[src/rtl/kalman_pkg.sv]
// Shared types and constants for the Kalman frame sequencer.
//   seq_state_t            : sequencer FSM state encoding
//   TimeoutCyclesDefault   : default watchdog limit for one WAIT state
package kalman_pkg;

  localparam int unsigned TimeoutCyclesDefault = 64;

  typedef enum logic [2:0] {
    StIdle,
    StStartRp,
    StWaitRp,
    StStartYaw,
    StWaitYaw,
    StDone
  } seq_state_t;

endpackage

[src/rtl/flex_counter.sv]
// Synchronous up-counter with clear, enable and programmable rollover.
// Counts 0,1,..,rollover_val, then wraps to 1. Clear has priority over enable.
//   clk_i            : clock
//   n_rst_i          : synchronous active-low reset
//   clear_i          : force count to 0
//   count_enable_i   : advance count
//   rollover_val_i   : terminal count
//   count_o          : current count
//   rollover_flag_o  : count_o equals rollover_val_i
module flex_counter #(
  parameter int unsigned NUM_CNT_BITS = 4
) (
  input  logic                    clk_i,
  input  logic                    n_rst_i,
  input  logic                    clear_i,
  input  logic                    count_enable_i,
  input  logic [NUM_CNT_BITS-1:0] rollover_val_i,
  output logic [NUM_CNT_BITS-1:0] count_o,
  output logic                    rollover_flag_o
);

  logic [NUM_CNT_BITS-1:0] count_q, count_d;

  always_comb begin
    count_d = count_q;
    if (clear_i) begin
      count_d = '0;
    end else if (count_enable_i) begin
      if (count_q == rollover_val_i) count_d = NUM_CNT_BITS'(1);
      else                           count_d = count_q + NUM_CNT_BITS'(1);
    end
  end

  always_ff @(posedge clk_i) begin
    if (!n_rst_i) count_q <= '0;
    else          count_q <= count_d;
  end

  assign count_o         = count_q;
  assign rollover_flag_o = (count_q == rollover_val_i);

endmodule

[src/rtl/kalman_sequencer.sv]
// Frame-level controller in front of control_timer: per IMU sample it runs the
// roll/pitch pass, then the yaw pass, then presents a valid/ack result.
// One sample can be buffered; overrun and watchdog timeout are sticky flags.
//   clk_i, n_rst_i        : clock, synchronous active-low reset
//   sample_valid_i        : new IMU sample pulse
//   kalman_done_i         : pass finished (level may linger)
//   result_ack_i          : downstream consumed the result
//   clear_o               : timer counter clear
//   roll_pitch_enable_o   : start roll/pitch pass
//   yaw_enable_o          : start yaw pass
//   load_rp_o, load_yaw_o : latch strobes for each estimate
//   result_valid_o        : frame result ready, held until ack
//   frame_count_o         : completed frames, wrapping
//   overrun_o, timeout_o  : sticky error flags
module kalman_sequencer
  import kalman_pkg::*;
#(
  parameter int unsigned TIMEOUT_CYCLES = TimeoutCyclesDefault,
  parameter int unsigned FRAME_CNT_BITS = 8
) (
  input  logic                      clk_i,
  input  logic                      n_rst_i,
  input  logic                      sample_valid_i,
  input  logic                      kalman_done_i,
  input  logic                      result_ack_i,
  output logic                      clear_o,
  output logic                      roll_pitch_enable_o,
  output logic                      yaw_enable_o,
  output logic                      load_rp_o,
  output logic                      load_yaw_o,
  output logic                      result_valid_o,
  output logic [FRAME_CNT_BITS-1:0] frame_count_o,
  output logic                      overrun_o,
  output logic                      timeout_o
);

  localparam int unsigned WdBits = $clog2(TIMEOUT_CYCLES) + 1;
  localparam logic [WdBits-1:0] WdLast = WdBits'(TIMEOUT_CYCLES - 1);

  seq_state_t state_q, state_d;
  logic pending_q, pending_d;
  logic overrun_q, overrun_d;
  logic timeout_q, timeout_d;
  logic load_rp_q, load_rp_d;
  logic load_yaw_q, load_yaw_d;
  logic abort_clr_q, abort_clr_d;
  logic [FRAME_CNT_BITS-1:0] frame_q, frame_d;

  logic              wd_clear, wd_enable, wd_expired, done_seen;
  logic [WdBits-1:0] wd_count;

  assign wd_clear  = (state_q == StStartRp) || (state_q == StStartYaw);
  assign wd_enable = (state_q == StWaitRp) || (state_q == StWaitYaw);

  flex_counter #(
    .NUM_CNT_BITS(WdBits)
  ) u_watchdog (
    .clk_i           (clk_i),
    .n_rst_i         (n_rst_i),
    .clear_i         (wd_clear),
    .count_enable_i  (wd_enable),
    .rollover_val_i  (WdLast),
    .count_o         (wd_count),
    .rollover_flag_o (wd_expired)
  );

  // Watchdog reads 0 on the first WAIT cycle, so a done level left over from
  // the previous pass cannot end the new one.
  assign done_seen = kalman_done_i && (wd_count != '0);

  always_comb begin
    state_d     = state_q;
    pending_d   = pending_q;
    overrun_d   = overrun_q;
    timeout_d   = timeout_q;
    load_rp_d   = 1'b0;
    load_yaw_d  = 1'b0;
    abort_clr_d = 1'b0;
    frame_d     = frame_q;

    case (state_q)
      StIdle: begin
        if (sample_valid_i || pending_q) begin
          state_d   = StStartRp;
          // Starting on the buffered sample while a new one arrives: the new
          // one takes the buffer slot.
          pending_d = sample_valid_i && pending_q;
        end
      end
      StStartRp: state_d = StWaitRp;
      StWaitRp: begin
        if (done_seen) begin
          state_d   = StStartYaw;
          load_rp_d = 1'b1;
        end else if (wd_expired) begin
          state_d     = StIdle;
          timeout_d   = 1'b1;
          abort_clr_d = 1'b1;
        end
      end
      StStartYaw: state_d = StWaitYaw;
      StWaitYaw: begin
        if (done_seen) begin
          state_d    = StDone;
          load_yaw_d = 1'b1;
          frame_d    = frame_q + FRAME_CNT_BITS'(1);
        end else if (wd_expired) begin
          state_d     = StIdle;
          timeout_d   = 1'b1;
          abort_clr_d = 1'b1;
        end
      end
      StDone: begin
        if (result_ack_i) state_d = StIdle;
      end
      default: state_d = StIdle;
    endcase

    if (sample_valid_i && (state_q != StIdle)) begin
      if (pending_q) overrun_d = 1'b1;
      else           pending_d = 1'b1;
    end
  end

  always_ff @(posedge clk_i) begin
    if (!n_rst_i) begin
      state_q     <= StIdle;
      pending_q   <= 1'b0;
      overrun_q   <= 1'b0;
      timeout_q   <= 1'b0;
      load_rp_q   <= 1'b0;
      load_yaw_q  <= 1'b0;
      abort_clr_q <= 1'b0;
      frame_q     <= '0;
    end else begin
      state_q     <= state_d;
      pending_q   <= pending_d;
      overrun_q   <= overrun_d;
      timeout_q   <= timeout_d;
      load_rp_q   <= load_rp_d;
      load_yaw_q  <= load_yaw_d;
      abort_clr_q <= abort_clr_d;
      frame_q     <= frame_d;
    end
  end

  assign clear_o             = wd_clear || abort_clr_q;
  assign roll_pitch_enable_o = (state_q == StStartRp);
  assign yaw_enable_o        = (state_q == StStartYaw);
  assign load_rp_o           = load_rp_q;
  assign load_yaw_o          = load_yaw_q;
  assign result_valid_o      = (state_q == StDone);
  assign frame_count_o       = frame_q;
  assign overrun_o           = overrun_q;
  assign timeout_o           = timeout_q;

endmodule

[config.mk]
export PLATFORM = sky130hd
export DESIGN_NAME = kalman_sequencer
export DESIGN_NICKNAME = d
export VERILOG_FILES = /design/src/rtl/kalman_pkg.sv /design/src/rtl/flex_counter.sv /design/src/rtl/kalman_sequencer.sv
export SDC_FILE = /design/constraint.sdc
export NUM_CORES = 1
export LEC_CHECK = 0
export ABC_CLOCK_PERIOD_IN_PS = 2000
export BUFFER_PORTS_ARGS = -buffer_cell sky130_fd_sc_hd__buf_4
export CAP_MARGIN = 10
export CORE_MARGIN = 1.5
export CORE_UTILIZATION = 30
export DETAILED_ROUTE_END_ITERATION = 8
export GPL_TIMING_DRIVEN = 0
export SETUP_SLACK_MARGIN = 0.4
export SLEW_MARGIN = 10
export SYNTH_ARGS = -nofsm -noshare
export SYNTH_HDL_FRONTEND = slang
export SYNTH_HIERARCHICAL = 1
export SYNTH_SLANG_ARGS = --single-unit
[constraint.sdc]
create_clock -name clk_i -period 2 [get_ports clk_i]
set_clock_uncertainty 0.1 [all_clocks]
set_input_delay 0.4 -clock clk_i [delete_from_list [all_inputs] [get_ports clk_i]]
set_output_delay 0.4 -clock clk_i [all_outputs]
set_load 0.1 [all_outputs]
; After elaboration in Yosys (flattened, before gate mapping)
; Cells that the tools add are included.
[op_classes]
addsub = 2
eq_ne = 8
mux = 13
bitwise_logic = 3
reduce_logical = 19
[op_table]
columns = op, count
row1 = $pmux 3 s6, 1
row2 = $mux 3, 5
row3 = $reduce_and 2->1, 5
row4 = $add 8x1->8 const B, 1
row5 = $add 7x1->7 const B, 1
row6 = $eq 7x6->1 const B, 1
row7 = $mux 7, 1
row8 = $reduce_bool 7->1, 1
row9 = $eq 3x2->1 const B, 2
row10 = $eq 3x3->1 const B, 2
row11 = $mux 1, 6
row12 = $logic_or 1x1->1, 4
row13 = $ne 2x2->1 const B, 2
row14 = $reduce_or 2->1, 2
row15 = $eq 3x1->1 const B, 1
row16 = $logic_and 1x1->1, 3
row17 = $logic_not 3->1, 1
row18 = $not 1->1, 3
row19 = $reduce_and 3->1, 1
row20 = $reduce_bool 3->1, 1
row21 = $reduce_or 3->1, 1
[word_totals]
reg_bits = 24
input_bits = 5
word_cells = 54

; Longest topological paths before layout
; Gate-level depths: netlist of run 1.
[logic_depth]
word_depth = 5
depth_mapped = 8
ltp_nobuf = 7

; Modules after synthesis
; The synthesis of run 1 kept the hierarchy.
[modules_own_cells]
columns = module, instances, cells_each, area_each_um2, seq_area_each_um2
row1 = kalman_sequencer, 1, 96, 924.6, 340.3
row2 = flex_counter, 1, 44, 394.1, 140.1

; Worst setup path after synthesis of run 1
; OpenSTA, ideal clock, no wires.
[synth_path]
path_type = flip-flop to output port
start = register state_q[1]
end = output port roll_pitch_enable_o
arrival_ns = 1.780
required_time_ns = 1.500
path_slack_ns = -0.280
stages_incl_launch_ff = 3
n_path_buf = 1
path_cell_list = dfxtp_1 -> clkbuf_1 -> nor2_1
[synth_via]
elab_chain_cells = 1
[synth_rtl]
columns = element, line
row1 = "start, declared", kalman_sequencer.sv:40  ; seq_state_t state_q, state_d;
row2 = "start signal, assigned", kalman_sequencer.sv:127  ; state_q <= StIdle;
row3 = "start signal, assigned", kalman_sequencer.sv:136  ; state_q <= state_d;
row4 = $eq 3x1->1, kalman_sequencer.sv:148  ; assign roll_pitch_enable_o = (state_q == StStartRp);
row5 = "end, declared", kalman_sequencer.sv:27  ; output logic roll_pitch_enable_o,
; Every way passes these cells.

; Worst setup path after layout of run 1
[layout_path]
start = register state_q[1]
end = output port result_valid_o
[layout_via]
elab_chain_cells = 1
[layout_rtl]
columns = element, line
row1 = $eq 3x3->1, kalman_sequencer.sv:152  ; assign result_valid_o = (state_q == StDone);
row2 = "end, declared", kalman_sequencer.sv:31  ; output logic result_valid_o,
; Every way passes these cells.

==> results of run 1 <==
## sequential cells by signal, indices dropped and copies added (netlist names)
register	cells
load_rp_o	1
pending_q	1
u_watchdog/count_o	7
state_q	3
load_yaw_o	1
abort_clr_q	1
frame_count_o	8
overrun_o	1
timeout_o	1
## final cells by class
type	count	area share [%]
Clock buffer	4	3.348
Buffer	6	2.843
Tap cell	50	3.159
Multi-Input combinational cell	111	45.23
Inverter	4	0.7581
Sequential cell	24	26.66
Timing Repair Buffer	41	18.00
## path summary, 6_finish.rpt
check / start / end / slack [ns] / cells after the start
setup / recovery: state_q[1] / result_valid_o / 0.30 / 3
hold / removal: n_rst_i / frame_count_o[5] / 0.32 / 3
setup reg to reg: u_watchdog/count_o[0] / state_q[2] / 0.31 / 7
hold reg to reg: frame_count_o[6] / frame_count_o[6] / 0.39 / 2
## worst max-delay path, delay by kind of cell (launching register included)
kind,cells,cell delay (ns)
buffers and inverters,2,0.30
flip-flops,1,0.37
AND/OR/NAND/NOR,1,0.26
## what timing repair did
action	4_1_cts	5_1_grt
setup buffers	15	6
gates resized for setup	33	13
pin swaps	8	7
setup endpoints to repair	14	20
gates cloned	0	0
## logic make-up after synthesis
logic type	synth area share, %
xor+xnor	9.962
flops	36.43
other cells	0.5695
buf+inv	3.509
simple gates	28.65
fa+ha+maj	1.897
mux	4.649
compound gates	14.33
## metal layers
metal	track usage, %	vias to the layer above	share of wire (%)
met5	0	-	0
met4	1.743	0	0.57
met3	3.779	8	4.2
met2	22.76	26	50
met1	16.31	537	45
li1	-	574	-
## Yosys cell counts, types with 2 or more instances
master and count:
mux2i_1 5, nor2b_1 4, o211ai_2 2, xnor2_1 10, nand2b_1 7, and3_1 3
ha_1 2, nand4_1 5, nor2_1 13, conb_1 2, o31ai_2 2, clkbuf_1 4
inv_1 4, dfxtp_1 24, and2_1 5, o21ai_0 2, nand2_1 12, xor2_1 5
o21ai_1 2, nand3b_1 4
## per-stage QoR
step           cells  hold WS (ns)
2_1_floorplan    145        0.3649
5_1_grt          240        0.3293
3_3_place_gp     215        0.3614
6_report         240        0.3218
4_1_cts          234        0.3152
3_5_place_dp     215        0.3700
## power groups by stage
stage	Combinational [mW]	Sequential (mW)	Clock (mW)
floorplan	0.147	0.506	0
global placement	0.185	0.504	0
detailed placement	0.189	0.505	0
CTS	0.247	0.492	0.397
global route	0.302	0.495	0.415
finish	0.282	0.493	0.381
==> results by group, run 1 <==
CTS
  • Max Root-Sink Buffers: 2
  • Root Driver: clkbuf_8
  • Sink Count: 24
  • Cts hold-fix bufs: 0
  • CTS tree: yes
  • Clock latency on the worst-skew pair: 0.27 ns
  • H-tree levels: 1
  • CTS Buf Count: 3
  • Clock slew at reported path FFs: 0.09 ns

Setup path
  • Worst path max stage delay: 0.37 ns
  • WP data arrival: 1.20 ns
  • Critical Path Sink Type: output port
  • Critical path required time: 1.50 ns
  • Crit-path max FO: 3
  • Worst Setup Start Kind: flip-flop
  • Slowest stage cell, crit path: dfxtp_4
  • CP cell instances: buf_8, and3b_2, buf_12
  • Crit Path Class: reg -> out

STA
  • Final setup vio count: 0
  • Final Hold Fails: 0
  • Final Critical Period: 1.701 ns
  • Tcrit/Tclk final: 85.07%
  • Max Freq: 587.8 MHz
  • Slew Viols, Final: 0
  • Setup TNS: 0 ns
  • RSZ-0062 raised after global routing: yes
  • Final worst slack: 0.2987 ns

Yosys
  • Cell Area, Synth: 0.001319 sq mm
  • Ranking of synthesized cells by area: dfxtp_1, xnor2_1, mux2i_1, nor2_1, nand2_1
  • Async SR Flop Fraction: 0%
  • Synth Register Bits: 24
  • Mapped Avg Cell Area: 9.420 sq um
  • Distinct cells, synth: 43
  • Post-Synthesis Cells: 140
  • Ys flop type: dfxtp_1
  • Syn. warnings: 6
  • Post-synthesis cell type with the largest combined area: dfxtp_1
  • Post-synth top area share: 36.43%
  • Sequential area share after synthesis: 36.43%
  • EDFF count, synth: 0

Power
  • Sw Pwr: 0.3254 mW
  • Pleak: 0.8907 nW
  • Clock power share: 33.0%
  • Cell Int Power: 0.8314 mW
  • Comb pwr share: 24.4%
  • Seq pwr share: 42.7%
  • Total chip power: 1.157 mW
  • Pwr/cell area: 584.0 mW/mm^2
  • Peak supply drop: 456.7 uV
  • Net Sw Frac: 28.13%

Layout
  • Fin area: 0.001981 sq mm
  • # nets final: 198
  • Area occupied by multi-input gates: 895.9 sq um
  • # diodes: 0
  • Filler cells: 394
  • Most common cell after layout, fill and taps aside: buf_4
  • Commonest cells after routing, fill and taps aside: buf_4, nand2_1, dfxtp_4
  • FF/Latch Area: 528.0 sq um
  • Final Util: 48.13%
  • Layout cell share with drive strength beyond 1: 51.05%
  • Synthesis-to-finish area growth: 50.19%

GRT
  • Initial antenna violation count: 0
  • Overflow left after global routing: 0
  • Total Routing Usage GR: 13.04%
  • Vias in the first global route: 1194
  • Global-route wire length before repair: 5271 microns
  • Pin count of the biggest net entering global routing: 15

Floorplanning
  • Die Y-Extent: 69.30 microns
  • Die span in x: 69.30 microns
  • Core Box Area: 0.004115 sq mm
  • Die area: 0.004802 sq mm
  • Initial Util: 32.05%
  • Cell Rows: 23
  • I/O pin cnt: 21

Drt
  • Routed Antenna Nets: 0
  • Final wirelength: 3005 microns
  • Detailed Routing Iterations Pass 1: 4
  • DRC viols: 0
  • Iteration-0 DRC Markers: 27
  • Via-to-Cell Ratio: 4.771
  • Via count: 1145
  • Post-DR wirelength/cell: 12.52 microns

Placement
  • RD Place Congestion: 0.7327
  • Placed Area: 0.001594 sq mm
  • Hpwl dp: 2057 microns
  • PortBufs: 20
  • Place WS: 0.1820 ns

Min path
  • Worst Hold Class: in -> reg

Run
  • Max_cap viols: 0

Run status
  • Status: completed
Power figures use the tool's default switching activity.
==> run 2: changes to the inputs <==
--- a/config.mk
+++ b/config.mk
@@ -10,8 +10,10 @@
 export CAP_MARGIN = 10
 export CORE_MARGIN = 1.5
 export CORE_UTILIZATION = 30
+export CTS_CLUSTER_DIAMETER = 40
 export DETAILED_ROUTE_END_ITERATION = 8
 export GPL_TIMING_DRIVEN = 0
+export PLACE_DENSITY = 0.48
 export SETUP_SLACK_MARGIN = 0.4
 export SLEW_MARGIN = 10
 export SYNTH_ARGS = -nofsm -noshare
==> run 2 against run 1 <==
- final cell count rose by 0.42%
- highest routed layer unchanged
- critical path type unchanged
- die area did not move
- largest cell class unchanged
- worst setup slack improved by 0.014 ns
==> results by group, run 2 (synthesis gave the netlist of run 1 again) <==
Run
  • Max_cap viols: 0

Setup path
  • Worst path max stage delay: 0.38 ns
  • WP data arrival: 1.19 ns
  • Crit-path max FO: 4
  • Crit-path leading delay family: flip-flops
  • Worst Setup Start Kind: flip-flop
  • Slowest stage cell, crit path: dfxtp_4
  • Critical Path Sink Type: output port
  • Crit Path Class: reg -> out
  • Critical path required time: 1.50 ns
  • Worst Path Buf+Inv: 2
  • CP cell instances: buf_8, and3b_2, buf_12

Run status
  • Status: completed

CTS
  • Root Driver: clkbuf_8
  • H-tree levels: 1
  • CTS tree: yes
  • Clock slew at reported path FFs: 0.09 ns
  • Sink Count: 24
  • Cts hold-fix bufs: 0
  • CTS Buf Count: 3
  • Clock latency on the worst-skew pair: 0.27 ns
  • Max Root-Sink Buffers: 2

STA
  • Slew Viols, Final: 0
  • Final worst slack: 0.3130 ns
  • Fin Hold WS: 0.3283 ns
  • RSZ-0062 raised after global routing: yes
  • Final setup vio count: 0
  • Setup TNS: 0 ns
  • Tcrit/Tclk final: 84.35%
  • Final Hold Fails: 0
  • Max Freq: 592.8 MHz
  • Final Critical Period: 1.687 ns

Drt
  • Detailed Routing Iterations Pass 1: 4
  • Via count: 1111
  • Iteration-0 DRC Markers: 49
  • Via-to-Cell Ratio: 4.610
  • DRC viols: 0
  • Final wirelength: 3010 microns
  • Post-DR wirelength/cell: 12.49 microns
  • Routed Antenna Nets: 0

Power
  • Net Sw Frac: 27.98%
  • Sw Pwr: 0.3230 mW
  • Comb pwr share: 24.4%
  • Total chip power: 1.154 mW
  • Cell Int Power: 0.8313 mW
  • Pwr/cell area: 586.1 mW/mm^2
  • Clock power share: 33.0%
  • Peak supply drop: 251.0 uV
  • Pleak: 0.8865 nW
  • Seq pwr share: 42.6%

Layout
  • Final Util: 47.86%
  • Filler cells: 398
  • # nets final: 199
  • Commonest cells after routing, fill and taps aside: buf_4, nor2_1, nand2_1
  • Layout cell share with drive strength beyond 1: 47.64%
  • # diodes: 0
  • Synthesis-to-finish area growth: 49.34%
  • Most common cell after layout, fill and taps aside: buf_4
  • Finished Layout Cells: 241
  • Fin area: 0.001969 sq mm
  • Number of flip-flops in the largest register: 8

Min path
  • Worst Hold Class: in -> reg

Floorplanning
  • Die area: 0.004802 sq mm
  • Initial Util: 32.05%
  • Die span in x: 69.30 microns
  • Die Y-Extent: 69.30 microns
  • Cell Rows: 23
  • Core Box Area: 0.004115 sq mm
  • I/O pin cnt: 21

Placement
  • PortBufs: 20
  • Hpwl dp: 2056 microns
  • DP Cell Count: 215
  • Place WS: 0.1960 ns
  • RD Place Congestion: 0.8100
  • Placed Area: 0.001594 sq mm

GRT
  • Vias in the first global route: 1090
  • Initial antenna violation count: 0
  • Global-route wire length before repair: 5099 microns
  • Total Routing Usage GR: 12.97%
  • Pin count of the biggest net entering global routing: 15
  • Overflow left after global routing: 0
## run 2: changes by cell type in the layout (fill, tap and decap cells not counted), moves of 2 or more
cell	delta
xnor2_1	+2
nor2_1	+4
nor2_2	-3
xnor2_2	-2
## run 2: path summary, 6_finish.rpt
kind | start | depth (start not counted) | to | slack (ns)
worst max register to register | u_watchdog/count_o[6] | 7 | state_q[2] | 0.34
worst max-delay path | state_q[1] | 3 | result_valid_o | 0.31
worst min-delay path | n_rst_i | 3 | frame_count_o[5] | 0.33
worst min register to register | overrun_o | 1 | overrun_o | 0.37
## run 2: power groups by stage
stage | combinational, mW | sequential (mW) | clock, mW
3_5_place_dp | 0.189 | 0.504 | 0
6_report | 0.282 | 0.491 | 0.381
4_1_cts | 0.257 | 0.493 | 0.395
2_1_floorplan | 0.147 | 0.506 | 0
5_1_grt | 0.303 | 0.493 | 0.420
3_3_place_gp | 0.187 | 0.505 | 0
## run 2: timing repair
item | 4_1_cts | 5_1_grt
resized for setup | 28 | 10
buffers inserted | 17 | 5
endpoints found under the setup margin | 14 | 22
pin swaps | 8 | 8
## run 2: tightest hold or removal path: cells and delay by family
family,cells,cell delay [ns]
buffers and inverters,1,0.13
AND/OR/NAND/NOR,1,0.08
AO/OA/AOI/OAI,1,0.05
## run 2: area by class of cell
| cell class | instances | area [sq um] | area share [%] |
|---|---|---|---|
| multi-input combinational | 111 | 870.8 | 44.22 |
| sequential | 24 | 529.3 | 26.87 |
| timing repair buffer | 42 | 372.9 | 18.93 |
| clock buffer | 4 | 66.31 | 3.367 |
| tap | 50 | 62.56 | 3.177 |
| buffer | 6 | 52.55 | 2.668 |
| inverter | 4 | 15.01 | 0.7624 |
## run 2: layer usage
| metal | vias to the layer above | share of wire, % | track usage (%) |
|---|---|---|---|
| met4 | 0 | 0.37 | 3.268 |
| met5 | - | 0 | 0 |
| met2 | 15 | 46 | 21.15 |
| met3 | 2 | 3.4 | 2.471 |
| met1 | 516 | 50 | 17.59 |
| li1 | 578 | - | - |
